[src/rtl/aclk_datapath.sv]
// Alarm-clock datapath: key entry buffer, time/alarm registers, seconds
// counter with minute tick, registered display mux and alarm detection.
module aclk_datapath #(
  parameter int unsigned SEC_PER_MIN = 60,
  parameter int unsigned NOKEY       = 10
) (
  input  logic       clock,
  input  logic       reset,
  input  logic       one_second,
  input  logic [3:0] key,
  input  logic       shift,
  input  logic       load_new_a,
  input  logic       load_new_c,
  input  logic       reset_count,
  input  logic       show_a,
  input  logic       show_new_time,
  input  logic       alarm_on,
  input  logic       stop_alarm,
  output logic [3:0] ms_hour,
  output logic [3:0] ls_hour,
  output logic [3:0] ms_min,
  output logic [3:0] ls_min,
  output logic       sound_alarm,
  output logic       load_error
);

  logic [15:0] entry_q, entry_d;
  logic [15:0] time_q, time_d;
  logic [15:0] alarm_q, alarm_d;
  logic [15:0] disp_q, disp_d;
  logic [5:0]  sec_q, sec_d;
  logic        match_q, match_d;
  logic        sound_q, sound_d;
  logic        lerr_q, lerr_d;

  logic        entry_valid;
  logic        minute_tick;
  logic        match;
  logic        key_ok;

  // BCD HH:MM advance by one minute, wrapping 23:59 to 00:00.
  function automatic logic [15:0] next_minute(input logic [15:0] t);
    logic [3:0] h1, h0, m1, m0;
    {h1, h0, m1, m0} = t;
    if (m0 != 4'd9) begin
      m0 = m0 + 4'd1;
    end else begin
      m0 = '0;
      if (m1 != 4'd5) begin
        m1 = m1 + 4'd1;
      end else begin
        m1 = '0;
        if (h1 == 4'd2 && h0 == 4'd3) begin
          h1 = '0;
          h0 = '0;
        end else if (h0 == 4'd9) begin
          h0 = '0;
          h1 = h1 + 4'd1;
        end else begin
          h0 = h0 + 4'd1;
        end
      end
    end
    return {h1, h0, m1, m0};
  endfunction

  always_comb begin
    entry_valid = (entry_q[15:12] <= 4'd2) && (entry_q[11:8] <= 4'd9) &&
                  (entry_q[7:4]   <= 4'd5) && (entry_q[3:0]  <= 4'd9) &&
                  ((entry_q[15:12] < 4'd2) || (entry_q[11:8] <= 4'd3));
    key_ok      = (key <= 4'd9) && (key != 4'(NOKEY));
    minute_tick = one_second && !reset_count && (sec_q == 6'(SEC_PER_MIN - 1));
    match       = (time_q == alarm_q);

    entry_d = entry_q;
    time_d  = time_q;
    alarm_d = alarm_q;
    sec_d   = sec_q;
    lerr_d  = 1'b0;

    // Any load clears the buffer and swallows a same-cycle shift.
    if (load_new_a || load_new_c) begin
      entry_d = '0;
      lerr_d  = !entry_valid;
    end else if (shift && key_ok) begin
      entry_d = {entry_q[11:0], key};
    end

    if (load_new_a && entry_valid) alarm_d = entry_q;

    if (reset_count)     sec_d = '0;
    else if (one_second) sec_d = (sec_q == 6'(SEC_PER_MIN - 1)) ? '0 : sec_q + 6'd1;

    // A load request owns the time register even when it is rejected.
    if (load_new_c) begin
      if (entry_valid) time_d = entry_q;
    end else if (minute_tick) begin
      time_d = next_minute(time_q);
    end

    if (show_new_time) disp_d = entry_q;
    else if (show_a)   disp_d = alarm_q;
    else               disp_d = time_q;

    match_d = match;
    if (stop_alarm || !alarm_on)  sound_d = 1'b0;
    else if (match && !match_q)   sound_d = 1'b1;
    else                          sound_d = sound_q;
  end

  always_ff @(posedge clock) begin
    if (reset) begin
      entry_q <= '0;
      time_q  <= '0;
      alarm_q <= '0;
      disp_q  <= '0;
      sec_q   <= '0;
      match_q <= 1'b0;
      sound_q <= 1'b0;
      lerr_q  <= 1'b0;
    end else begin
      entry_q <= entry_d;
      time_q  <= time_d;
      alarm_q <= alarm_d;
      disp_q  <= disp_d;
      sec_q   <= sec_d;
      match_q <= match_d;
      sound_q <= sound_d;
      lerr_q  <= lerr_d;
    end
  end

  assign {ms_hour, ls_hour, ms_min, ls_min} = disp_q;
  assign sound_alarm = sound_q;
  assign load_error  = lerr_q;

endmodule

[config.mk]
export PLATFORM = sky130hd
export DESIGN_NAME = aclk_datapath
export DESIGN_NICKNAME = d
export VERILOG_FILES = /design/src/rtl/aclk_datapath.sv
export SDC_FILE = /design/constraint.sdc
export NUM_CORES = 1
export LEC_CHECK = 0
export ABC_AREA = 1
export BUFFER_PORTS_ARGS = -buffer_cell sky130_fd_sc_hd__clkbuf_2
export CORE_UTILIZATION = 45
export CTS_CLUSTER_DIAMETER = 120
export CTS_CLUSTER_SIZE = 20
export DETAILED_ROUTE_END_ITERATION = 10
export GPL_TIMING_DRIVEN = 0
export SLEW_MARGIN = 20
export SYNTH_ARGS = -nofsm -noshare
export SYNTH_HDL_FRONTEND = slang
export SYNTH_SLANG_ARGS = --single-unit
[constraint.sdc]
create_clock -name clock -period 3.5 [get_ports clock]
set_input_delay 0.175 -clock clock [delete_from_list [all_inputs] [get_ports clock]]
set_output_delay 0.175 -clock clock [all_outputs]
set_load 0.02 [all_outputs]
==> out/metrics.cfg <==
[die]
core_area_um2 = 7410
pin_count = 33
die_area_um2 = 8220
die_y_um = 90.7
start_util_pct = 47.7
rows = 31
dieWidth_um = 90.7

[layout]
drive_gt1_share_pct = 15.2
final_nets = 547
final_util_pct = 54.2
final_cells = 631
syn2layout_area_growth_pct = 13.5
antenna_cells = 0

[routing]
drt-initial-drc-count = 273
avgRoutedWirePerCell_um = 14.6
drc = 0
viasPerCell = 5.17
drt-total-wl_um = 9210
drtPass1Iterations = 5
ant_nets = 0
vias = 3265

[timing]
whs_ns = 0.0297
hold_viol_final = 0
finalSetupTns_ns = 0
min_period_over_period_pct = 45.0
fin_ws_ns = 1.93
fin_crit_ns = 1.57
worst_slew_pin_slew_ns = 0.559
fmax_mhz = 635
relSlewSlack_pct = 62.8
skew_ns = 0.0109
setup_viol = 0
rsz0062_at_grt = false
drv_slew = 0

[yosys]
synth_top_cell_by_area = dfxtp_1
netlist_area_um2 = 3540
synthTopCellsByCount = nand2_1 (77), dfxtp_1 (73), o21ai_0 (56), a21oi_1 (54), inv_1 (54)
synth_area_per_cell_um2 = 7.31
ys_async_sr_fraction_pct = 0
synth_area_leaders = dfxtp_1 (41%), nand2_1 (8.2%), o21ai_0 (7.9%)
synth_cells = 484
synth.most_common_cell = nand2_1
synth_edf_count = 0
synth_nets = 504
yosysTopAreaCellShare_pct = 41.3
seq_area_frac_synth_pct = 41.3
synth_seq_cells = 73
ys.flop_type = dfxtp_1
synth_warnings = 0
synth_cell_type_count = 36

[cts]
clkLatencyLatePin_ns = 0.36
cts.clk_slew.worst_paths_ns = 0.08
root_buffer = clkbuf_8
cts_buffers = 9
clockBufferDepth = 2
cts_resized = 0
cts_sinks = 73
cts_hold_buf = 0
cts_max_level = 3
post_cts_buffers = 0
cts_tree = built

[placement]
port-buffer-count = 32
gp_congestion = 0.939
dp_slack_ns = 1.93
dp_hpwl_um = 6970
place_inst = 615

[power]
irDropWorstVdd_v = 0.000227
p_per_area_nw_per_um2 = 443
power_leakage_nw = 1.72

[global_routing]
grt_pass1_vias = 3083
grt_first_pass_wirelength_um = 15200
grtUsageTotal_pct = 23.9
grt_max_degree = 14
antenna_found_initial = 0
grt.overflow.total = 0

[worst_setup_path]
end_kind = flop
worstPathRequired_ns = 3.79
r2r_cells = 8
start_kind = flop
cp.arrival_ns = 1.87
critical_path_class = flop to flop
path_max_fanout = 8

[hold_path]
hold_depth = 3
hp-class = primary input to flop

[flow_run]
maxCapViolCount = 0

[outcome]
status = complete, no violations

[flip-flops by register name, indices dropped and copies added (netlist names)]
name and cells:
sound_alarm 1, disp_q 16, load_error 1, sec_q 6, entry_q 16, time_q 16, alarm_q 16, match_q 1
[final timing paths]
path	slack [ns]	startpoint	to
setup / recovery	1.93	time_q[8]	time_q[12]
hold / removal	0.03	alarm_on	sound_alarm
hold reg to reg	0.45	sound_alarm	sound_alarm
setup reg to reg	1.93	time_q[8]	time_q[12]
[through the flow]
step | power (mW) | instance area (µm²)
floorplan | 1.05 | 3540
global placement | 1.12 | 3820
detailed placement | 1.13 | 3820
CTS | 1.79 | 4010
global route | 1.86 | 4010
finish | 1.78 | 4010
[worst max-delay path, cell delays in order (launching register included)]
cell      delay (ns)
dfxtp_1         0.46
ha_1            0.24
nand2_1         0.06
nand3b_1        0.18
nand3_2         0.17
nand4_4         0.17
nand2_1         0.09
nand2_1         0.05
nor2_1          0.09
[cell families (layout without fill, tap and decap cells)]
group,Yosys count,in the layout,synth area share (%)
flip-flops,73,73,41.3
AO/OA/AOI/OAI,140,140,20.6
XOR/XNOR,24,24,5.94
AND/OR/NAND/NOR,156,156,20.7
adder cells (fa/ha/maj),5,5,1.77
buffers and inverters,86,134,9.62
[layer usage]
metal,GRT usage (%),wire length (µm)
met5,0,0
met4,10.1,270
met3,6.48,611
met2,36.3,3950
met1,31.8,4380
[power by group]
part           leakage, nW  switching, mW  internal, mW
clock network       0.0971          0.338         0.332
logic                 1.03          0.147        0.0746
registers            0.595         0.0258         0.862
[final cells by class]
cell class,instances,area [µm²]
buffer,21,96.3
clock buffer,10,128
clock inverter,6,65.1
fill,766,3390
inverter,65,244
multi-input combinational,325,1740
sequential,73,1460
tap,99,124
timing repair buffer,32,160
[layout by cell type, fill, tap and decap left out, types with 2 or more instances in the layout]
cell      synthesis  final
a21oi_1          54     54
buf_1             3      3
buf_2             5      5
clkbuf_1         11     12
clkbuf_2          0     32
clkbuf_8          0      9
clkinv_2          0      2
dfxtp_1          73     73
ha_1              5      5
inv_1            54     54
inv_2            10     10
inv_6             0      2
nand2_1          77     77
nand2_2           2      2
nand2_4           2      2
nand3_1          12     12
nand3_2           2      2
nand3b_1          2      2
nand4_1           3      3
nand4_4           2      2
nor2_1           42     42
nor2_2            4      4
nor3_1            3      3
o211ai_1          2      2
o21ai_0          56     56
o21ai_1          16     16
o21ai_2           2      2
o22ai_1           8      8
xnor2_1          15     15
xor2_1            9      9
No activity file was read; power rests on OpenSTA's default activity.
